[config.mk]
export PLATFORM = sky130hd
export DESIGN_NAME = exe_mem_pipe_reg
export DESIGN_NICKNAME = d
export VERILOG_FILES = /design/src/rtl/exe_mem_pipe_reg.sv
export SDC_FILE = /design/constraint.sdc
export NUM_CORES = 1
export LEC_CHECK = 0
export BUFFER_PORTS_ARGS = -buffer_cell sky130_fd_sc_hd__buf_2
export CAP_MARGIN = 25
export CORE_AREA = 2 2 120 122
export CTS_BUF_LIST = sky130_fd_sc_hd__clkbuf_16
export DETAILED_ROUTE_END_ITERATION = 16
export DIE_AREA = 0 0 122 124
export PLACE_DENSITY = 0.72
export SETUP_SLACK_MARGIN = 0.05
export SYNTH_ARGS = -nofsm -noshare
export SYNTH_HDL_FRONTEND = slang
export SYNTH_SLANG_ARGS = --single-unit
[constraint.sdc]
create_clock -name clk -period 6 [get_ports clk]
set_clock_uncertainty 0.15 [all_clocks]
set_input_delay 0.3 -clock clk [delete_from_list [all_inputs] [get_ports clk]]
set_output_delay 0.3 -clock clk [all_outputs]
set_load 0.01 [all_outputs]
[src/rtl/exe_mem_pipe_reg.sv]
// EXE->MEM pipeline register with valid/ready flow control, a one-entry skid
// buffer and synchronous flush. Control enables leave the block gated by valid.
module exe_mem_pipe_reg #(
   parameter int DATA_W = 32,
   parameter int DEST_W = 4
) (
   input  logic              clk,
   input  logic              rst,
   input  logic              flush,
   input  logic              in_valid,
   output logic              in_ready,
   input  logic              wb_en_in,
   input  logic              mem_r_en_in,
   input  logic              mem_w_en_in,
   input  logic [DATA_W-1:0] alu_result_in,
   input  logic [DATA_W-1:0] val_rm_in,
   input  logic [DEST_W-1:0] dest_in,
   output logic              out_valid,
   input  logic              out_ready,
   output logic              wb_en,
   output logic              mem_r_en,
   output logic              mem_w_en,
   output logic [DATA_W-1:0] alu_result,
   output logic [DATA_W-1:0] val_rm,
   output logic [DEST_W-1:0] dest,
   output logic [1:0]        occupancy
);

   localparam int ENT_W = 3 + 2 * DATA_W + DEST_W;

   logic             main_valid;
   logic             skid_valid;
   logic [ENT_W-1:0] main_q;
   logic [ENT_W-1:0] skid_q;
   logic [ENT_W-1:0] in_ent;
   logic             accept;
   logic             consume;
   logic             main_wb;
   logic             main_mr;
   logic             main_mw;

   assign in_ent  = {wb_en_in, mem_r_en_in, mem_w_en_in, alu_result_in, val_rm_in, dest_in};

   // in_ready depends only on registered state, so out_ready never reaches it combinationally.
   assign in_ready = ~skid_valid;
   assign accept   = in_valid & in_ready;
   assign consume  = main_valid & out_ready;

   always_ff @(posedge clk or posedge rst) begin
      if (rst) begin
         main_valid <= 1'b0;
         skid_valid <= 1'b0;
         main_q     <= '0;
         skid_q     <= '0;
      end else if (flush) begin
         main_valid <= 1'b0;
         skid_valid <= 1'b0;
      end else if (!main_valid || consume) begin
         if (skid_valid) begin
            main_q     <= skid_q;
            main_valid <= 1'b1;
            skid_valid <= accept;
            if (accept) skid_q <= in_ent;
         end else begin
            main_valid <= accept;
            if (accept) main_q <= in_ent;
         end
      end else if (accept) begin
         skid_valid <= 1'b1;
         skid_q     <= in_ent;
      end
   end

   assign {main_wb, main_mr, main_mw, alu_result, val_rm, dest} = main_q;

   assign out_valid = main_valid;
   assign wb_en     = main_valid & main_wb;
   assign mem_r_en  = main_valid & main_mr;
   assign mem_w_en  = main_valid & main_mw;
   assign occupancy = {1'b0, main_valid} + {1'b0, skid_valid};

endmodule

# Word-level counts from Yosys, hierarchy flattened
# Cells that the tools add are included.
# op_classes
addsub	1
eq_ne	1
n_mux	12
n_bitwise	7
n_reduce_logical	7
# op_table
cell	n
2-to-1 mux 71 bit	5
2-to-1 mux 1 bit	7
AND 1 bit	5
nonzero test 2 bit	2
AND reduction 3 bit	1
nonzero test 3 bit	1
adder 1 x 1 -> 2 bit	1
inequality test 2 bit (second input constant)	1
inverter 1 bit	2
AND reduction 2 bit	1
zero test 1 bit	1
logical OR 1 bit	1
# word_totals
ff_bits	144
in_bits	76
output_inout_bits	75
word_cells	32

# Depth between registers and ports, before layout
# Gate-level depths: netlist (run 1).
# logic_depth
ltp_word	5
ltp_mapped	5
ltp_nobuf	3

# Worst setup path after synthesis (run 1)
# Ideal clock, no wire load.
# synth_path
path_type	reg-to-reg
from	register main_valid, in the netlist out_valid
to	register main_q[0]
setup_time_ns	0.125
arrival_time_ns	1.497
required_time_ns	5.725
path_slack_ns	4.229
path_stages_with_launch	5
n_path_buf	1
period_less_slack_ns	1.771
cell_sequence	dfrtp_1 nor2b_4 nor3_4 buf_6 mux2_2
# synth_via
elab_chain_cells	3
elab_cells_between_ends	4
classes_between	bitwise (1); reduce/logical (3)
# synth_lines
element	line_no	text
from (decl)	31	logic main_valid;
from (signal assigned)	65	main_valid <= accept;
AND 1 bit or zero test 1 bit (tied branches)	47, 58	
logical OR 1 bit (*)	58	end else if (!main_valid || consume) begin
AND reduction 3 bit (no line) (*)	--	
to (signal assigned)	60	main_q <= skid_q;
to (signal assigned)	66	if (accept) main_q <= in_ent;
to (decl)	33	logic [ENT_W-1:0] main_q;
# Mark *: on every way between the ends. The rest lies on a longest branch, timed or not.
# A chain may end at the register's enable or synchronous reset.

# Worst setup path in the final report (run 1)
# layout_path
from	register skid_valid
to	register main_q[29]
# layout_via
elab_chain_cells	4
elab_cells_between_ends	5
classes_between	mux (1); bitwise (2); reduce/logical (2)
# layout_lines
element	line_no	text
from (decl)	32	logic skid_valid;
from (signal assigned)	62	skid_valid <= accept;
inverter 1 bit	45	assign in_ready = ~skid_valid;
AND 1 bit	46	assign accept = in_valid & in_ready;
nonzero test 2 bit (no line)	--	
AND reduction 3 bit (no line)	--	
# Several ways; a longest one is shown, not always the timed one.

==> results of run 1 <==
worst min-delay path by stage:
stage / start / endpoint / cells past startpoint / slack (ps)
finish: out_ready / skid_valid / 3 / 80
global route: out_ready / skid_valid / 3 / 60
CTS: out_ready / skid_valid / 3 / 50
detailed placement: main_q[59] / main_q[59] / 1 / 320
global placement: main_q[59] / main_q[59] / 1 / 310
floorplan: flush / out_valid / 1 / 210
critical path, stage by stage, from the launching register on:
cell and delay, ps:
dfrtp_4 1100, nor2_1 260, nor3_4 210, buf_4 500, mux2_2 400
layout by cell type (no fill, tap or decap), drive strengths merged, types with 3 or more instances in the layout:
cell type	instances
mux2	213
buf	154
dfrtp	144
dlygate4sd3	73
clkbuf	17
clkinv	9
inv	4
and2	3
state kept, by name (all words and copies together), names as in the netlist:
signal      cells
out_valid       1
skid_q         71
main_q         71
skid_valid      1
power groups by stage:
stage	clock network [mW]	registers, mW	logic, mW
detailed placement	0	1.31	0.464
global placement	0	1.29	0.448
global route	1.05	1.32	0.543
CTS	1.01	1.29	0.503
finish	0.985	1.29	0.497
floorplan	0	1.27	0.436
per-stage QoR:
step	std cells	worst slack [ps]	hold WS (ps)
6_report	810	3250	84.4
5_1_grt	810	3080	62.9
4_1_cts	809	3030	51.6
3_5_place_dp	704	3050	319
3_3_place_gp	704	3100	314
2_1_floorplan	461	1680	213
final cells by class:
cell class / instances / area (um^2)
Clock buffer: 17 / 425
Clock inverter: 15 / 129
Fill cell: 1050 / 5290
Inverter: 2 / 12.5
Multi-Input combinational cell: 225 / 2500
Sequential cell: 144 / 3610
Tap cell: 180 / 225
Timing Repair Buffer: 227 / 1530
routing by layer:
layer / routed length (um) / track usage, % / up-vias / share of wire (%)
met5: 0 / 0 / - / 0
met4: 288 / 8.19 / 0 / 2.3
met3: 561 / 4.76 / 21 / 4.4
met2: 6290 / 29.7 / 100 / 50
met1: 5530 / 21.8 / 2017 / 44
li1: - / - / 1862 / -
cell families (layout without fill, tap and decap cells):
family	after synthesis	in the layout	share of synthesized area, %
multiplexers	213	213	35.2
flip-flops	144	144	52.8
AND/OR/NAND/NOR	10	10	1.25
adder cells (fa/ha/maj)	1	1	0.183
AO/OA/AOI/OAI	1	1	0.0733
buffers and inverters	92	261	10.5
repair_timing:
item	CTS	global route
endpoints found under the hold margin	151	0
buffers inserted	0	0
resized for setup	0	0
hold buffers	73	0
==> impl_metrics.ini, run 1 <==
[routing]
antenna_left = 0
wire_per_inst_um = 15.6
vias = 4000
vias_per_cell = 4.94
drc = 0
drt_wl_total_um = 12700
firstDrtPassIters = 4
drtIter0Drc = 137

[critical_path]
crit_path_start = skid_valid
critPathRequiredTime_ps = 6140
critPathCaptureType = flop
rr_worst_depth = 4
r2r_end = main_q[29]
critical_path_class = flop to flop
worstReg2RegStart = skid_valid
r2r_setup_slack_ps = 3250
cp-start-kind = flop
arrival_ps = 2890
endpoint = main_q[29]
worstPathMaxFanout = 75

[clock_tree]
cts_max_path_buffers = 2
cts_buffers = 17
cts_tree = done
clock_latency_ps = 410
root_buffer = clkbuf_16
clock-sinks = 144
clkTransAtPathRegs_ps = 60
htreeDepth = 4

[power_and_ir_drop]
finalPower_mw = 2.77
p_clk_share_pct = 35.5
leakagePower_nw = 3.84
internal_power_mw = 2.08
p_comb_share_pct = 17.9
power.density_nw_per_um2 = 329
swShare_pct = 24.8
peakVddDrop_uv = 167
p_sw_mw = 0.689
power_frac_seq_pct = 46.6

[sta]
min_period_over_period_pct = 45.8
maxSlewViolCount = 0
setup_tns_ps = 0
tightest_slew_ps = 1020
slew_headroom_pct = 32.2
setup_viol = 0
fmax_mhz = 364
rsz0062_at_grt = no
min_period_ps = 2750
hold_viol_final = 0

[grt]
grt.overflow.total = 0
antenna_found_initial = 0
grt_pass1_vias = 4272
grt_pass1_wl_um = 20600
grt_max_degree = 80
grt.total_usage_pct = 17.8

[layout]
finalInstanceArea_um2 = 8430
area_delta_synth_final_pct = 23.6
drive_gt1_share_pct = 61.4
diodes = 0
nNetsFinal = 694
final_core_util_pct = 61.5

[logic_synthesis]
synth_enable_flop_cells = 0
synth_area_leaders = dfrtp_1 53%, mux2_2 33%, buf_4 7.5%
yosysTopAreaCell = dfrtp_1
synthCells = 461
ys_seq_area_share_pct = 52.8
async_flop_share_pct = 100
synth-seq-cells = 144
syn_area_per_cell_um2 = 14.8
synth.top_cell.area_share_pct = 52.8
syn-cell-area_um2 = 6820
synthDistinctLibCells = 16
yosys_warnings = 0
synth_commonest_cells = 200 x mux2_2, 144 x dfrtp_1, 68 x buf_4
synth_most_common_cell = mux2_2
synthFlopType = dfrtp_1
syn-num-nets = 538

[floorplanning]
dieArea_um2 = 15100
ios = 151
start_util_pct = 49.7
die_y_um = 124
core_area_um2 = 13700
die_width_um = 122
num_rows = 43

[min_path]
hold_class = input pin to flop

[placed_design]
portBuffers = 150
gp_congestion = 0.748
hpwl_um = 7680
post_dp_cell_area_um2 = 7120

[status]
status = completed

[run]
cap_violations = 0
Power figures use the tool's default switching activity.
==> run 2, diff against run 1 <==
==> constraint.sdc (replaced) <==
create_clock -name clk -period 2.7 [get_ports clk]
set_clock_uncertainty 0.15 [all_clocks]
set_input_delay 0.135 -clock clk [delete_from_list [all_inputs] [get_ports clk]]
set_output_delay 0.135 -clock clk [all_outputs]
set_load 0.01 [all_outputs]
==> impl_metrics.ini, run 2 (synthesis results as in run 1) <==
[status]
status = completed

[power_and_ir_drop]
finalPower_mw = 6.13
leakagePower_nw = 3.89
p_sw_mw = 1.50
power_frac_seq_pct = 46.9
p_clk_share_pct = 34.8
internal_power_mw = 4.63
p_comb_share_pct = 18.3
swShare_pct = 24.5
peakVddDrop_uv = 463
power.density_nw_per_um2 = 722

[sta]
rsz0062_at_grt = no
slew_headroom_pct = 61.0
min_period_ps = 2210
setup_viol = 0
maxSlewViolCount = 0
tightest_slew_ps = 585
fmax_mhz = 453
hold_ws_ps = 24.2
min_period_over_period_pct = 81.8
hold_viol_final = 0
setup_tns_ps = 0

[critical_path]
crit_path_max_incr_delay_ps = 520
crit_chain = buf_4, ha_1, buf_2
arrival_ps = 1920
critical_path_class = flop to output pin
worstPathMaxFanout = 40
cp-start-kind = flop
critPathCaptureType = output pin
critPathRequiredTime_ps = 2410
r2r_setup_slack_ps = 710
cp_slowest_cell = dfrtp_4

[clock_tree]
cts_tree = done
postCtsSetupRepairBufs = 0
htreeDepth = 4
cts_resized = 0
clkTransAtPathRegs_ps = 50
cts_max_path_buffers = 2
clock_latency_ps = 420
cts_buffers = 17
cts_hold_buf = 76
root_buffer = clkbuf_16
clock-sinks = 144

[floorplanning]
dieArea_um2 = 15100
core_area_um2 = 13700
num_rows = 43
start_util_pct = 49.7
die_y_um = 124
ios = 151
die_width_um = 122

[run]
cap_violations = 0

[routing]
antenna_left = 0
vias_per_cell = 4.99
drc = 0
wire_per_inst_um = 16.1
drtIter0Drc = 154
vias = 4078
firstDrtPassIters = 4
drt_wl_total_um = 13200

[grt]
met3_usage_pct = 5.31
grt.total_usage_pct = 18.4
grt_pass1_wl_um = 21200
antenna_found_initial = 0
grt_pass1_vias = 4374
grt.met1_usage_pct = 21.2
grt_max_degree = 72
grt-busiest-layer = met2
met2_usage_pct = 32.2
grt.overflow.total = 0

[layout]
drive_gt1_share_pct = 60.7
largestRegisters = main_q (71), skid_q (71)
final_cell_mix = 200 x mux2_2, 150 x buf_2, 143 x dfrtp_1
diodes = 0
area_delta_synth_final_pct = 24.5
nFillCells = 1045
final_common_cell = mux2_2
nNetsFinal = 702

[min_path]
hold_class = input pin to async pin

[placed_design]
gp_congestion = 0.749
hpwl_um = 8440
portBuffers = 150
-- run 2: cell count changes in the layout (fill, tap and decap cells not counted), moves of 2 or more --
cell           delta
clkinv_2          -2
dlygate4sd3_1     +3
buf_4             +4
buf_12            +2
inv_1             +4
-- run 2: routing by layer --
layer  vias up  routed length (um)
li1       1880                   -
met1      2068                5360
met2       107                6880
met3        23                 665
met4         0                 249
met5         -                   0
-- run 2: cell type report --
type	count	area, um^2	area share, %
Clock buffer	17	425	5.01
Clock inverter	15	114	1.34
Inverter	2	11.3	0.133
Multi-Input combinational cell	225	2500	29.5
Sequential cell	144	3610	42.5
Tap cell	180	225	2.65
Timing Repair Buffer	235	1600	18.9
-- run 2: final timing paths --
check | from | to | cells after the start
worst max-delay path | skid_valid | occupancy[0] | 3
worst min-delay path | rst | skid_q[32] | 3
worst max register to register | skid_valid | main_q[66] | 3
worst min register to register | main_q[62] | main_q[62] | 1
max in group asynchronous | rst | skid_valid | 4
min in group clk | in_valid | skid_q[32] | 4
-- run 2: critical path, delay by kind of cell, from the launching register on --
family | cells | cell delay (ps)
flops | 1 | 520
buf+inv | 2 | 640
fa+ha+maj | 1 | 340
-- run 2: metrics by stage --
| stage | utilization, % | cell area (um^2) | cells | setup WS, ps |
|---|---|---|---|---|
| floorplan | - | 6820 | 461 | 610 |
| global placement | 52.4 | 7190 | 710 | 703 |
| detailed placement | 52.4 | 7190 | 710 | 686 |
| CTS | 61.9 | 8490 | 818 | 438 |
| global route | 61.9 | 8490 | 818 | 384 |
| finish | 61.9 | 8490 | 818 | 491 |
-- run 2: power by group through the flow --
stage	clock (mW)	combinational (mW)	sequential [mW]
finish	2.14	1.12	2.87
CTS	2.20	1.14	2.87
global route	2.31	1.23	2.92
global placement	0	1.01	2.86
detailed placement	0	1.05	2.90
floorplan	0	0.970	2.82
==> run 3, diff against run 2 <==
==> constraint.sdc (replaced) <==
create_clock -name clk -period 2.1 [get_ports clk]
set_clock_uncertainty 0.15 [all_clocks]
set_input_delay 0.105 -clock clk [delete_from_list [all_inputs] [get_ports clk]]
set_output_delay 0.105 -clock clk [all_outputs]
set_load 0.01 [all_outputs]
==> impl_metrics.ini, run 3 (synthesis results as in run 1) <==
[critical_path]
crit_path_max_incr_delay_ps = 540
cp_slowest_cell = dfrtp_4
critPathRequiredTime_ps = 2250
critical_path_class = flop to flop
crit_chain = nor2_1, nand3_4, buf_4, mux2_2
worstPathMaxFanout = 38
critPathCaptureType = flop
cp-start-kind = flop
arrival_ps = 2010

[floorplanning]
dieArea_um2 = 15100
start_util_pct = 49.7
core_area_um2 = 13700
die_y_um = 124
num_rows = 43
ios = 151
die_width_um = 122

[power_and_ir_drop]
p_sw_mw = 2.00
power.density_nw_per_um2 = 910
p_clk_share_pct = 33.5
peakVddDrop_uv = 548
leakagePower_nw = 3.85
p_comb_share_pct = 18.8
power_frac_seq_pct = 47.8
finalPower_mw = 7.72
swShare_pct = 25.9
internal_power_mw = 5.73

[routing]
drc = 0
drt_wl_total_um = 13400
wire_per_inst_um = 16.4
vias = 4055
firstDrtPassIters = 4
antenna_left = 0
drtIter0Drc = 179
vias_per_cell = 4.96

[layout]
nNetsFinal = 702
nFillCells = 1049
final_common_cell = mux2_2
finalInstanceArea_um2 = 8490
multi_input_area_um2 = 2500
area_delta_synth_final_pct = 24.5
final_cell_mix = 200 x mux2_2, 150 x buf_2, 143 x dfrtp_1
seq_area_um2 = 3610
drive_gt1_share_pct = 61.4
diodes = 0
largestRegisters = main_q (71), skid_q (71)

[clock_tree]
postCtsSetupRepairBufs = 0
htreeDepth = 4
clock-sinks = 144
root_buffer = clkbuf_16
cts_max_path_buffers = 2
clkTransAtPathRegs_ps = 60
cts_buffers = 17
clock_latency_ps = 410
cts_tree = done

[placed_design]
place_ws_ps = 239
hpwl_um = 8230
gp_congestion = 0.763
portBuffers = 150
post_dp_cell_area_um2 = 7230

[sta]
slew_headroom_pct = 64.8
maxSlewViolCount = 0
fmax_mhz = 536
min_period_ps = 1870
setup_tns_ps = 0
hold_viol_final = 0
tightest_slew_ps = 528
min_period_over_period_pct = 88.8
setup_viol = 0
rsz0062_at_grt = no
fin_ws_ps = 234

[grt]
met2_usage_pct = 33.2
grt_pass1_wl_um = 21400
grt.met1_usage_pct = 20.7
grt.overflow.total = 0
grt-busiest-layer = met2
grt.total_usage_pct = 18.5
antenna_found_initial = 0
grt_pass1_vias = 4385
met3_usage_pct = 5.49
grt_max_degree = 68

[run]
cap_violations = 0

[status]
status = completed

[min_path]
hold_class = input pin to async pin
==> run 3: power by group through the flow <==
stage	clock network [mW]	logic [mW]	registers (mW)
after floorplan	0	1.25	3.63
after global placement	0	1.31	3.69
after detailed placement	0	1.36	3.73
after CTS	2.66	1.47	3.68
after global routing	2.78	1.59	3.76
final	2.58	1.45	3.69
==> run 3: cell type report <==
cell class | count | area share, %
sequential | 144 | 42.5
multi-input combinational | 225 | 29.5
timing repair buffer | 235 | 19.3
clock buffer | 17 | 5.01
tap | 180 | 2.65
clock inverter | 14 | 0.914
inverter | 2 | 0.133
==> run 3: worst paths after layout <==
| kind | slack (ps) | start | depth (start not counted) | end |
|---|---|---|---|---|
| worst max register to register | 230 | skid_valid | 4 | skid_q[23] |
| worst min register to register | 340 | main_q[61] | 1 | main_q[61] |
| min in group clk | 300 | in_valid | 4 | skid_q[70] |
| worst max-delay path | 230 | skid_valid | 4 | skid_q[23] |
| worst min-delay path | 70 | rst | 3 | main_q[38] |
| max in group asynchronous | 1050 | rst | 4 | skid_valid |
==> run 3: routing by layer <==
layer | up-vias | routed length, um
met3 | 20 | 584
met5 | - | 0
li1 | 1875 | -
met4 | 0 | 281
met1 | 2064 | 5450
met2 | 96 | 7110
==> run 3: repair_timing <==
item,4_1_cts,5_1_grt
hold endpoints to repair,288,0
resized for setup,0,0
hold buffers,76,0
==> run 3: metrics by stage <==
step                      std cells  hold slack [ps]  util (%)
final                           817             73.9      61.9
after global routing            817              104      61.9
after CTS                       817             59.8      61.9
after detailed placement        710            -38.0      52.7
after global placement          710            -39.8      52.7
after floorplan                 461             18.1         -
==> run 3: worst max-delay path, delay by kind of cell (launching register included) <==
family / cells / cell delay [ps]
flops: 1 / 540
mux: 1 / 400
simple gates: 2 / 200
buf+inv: 1 / 440
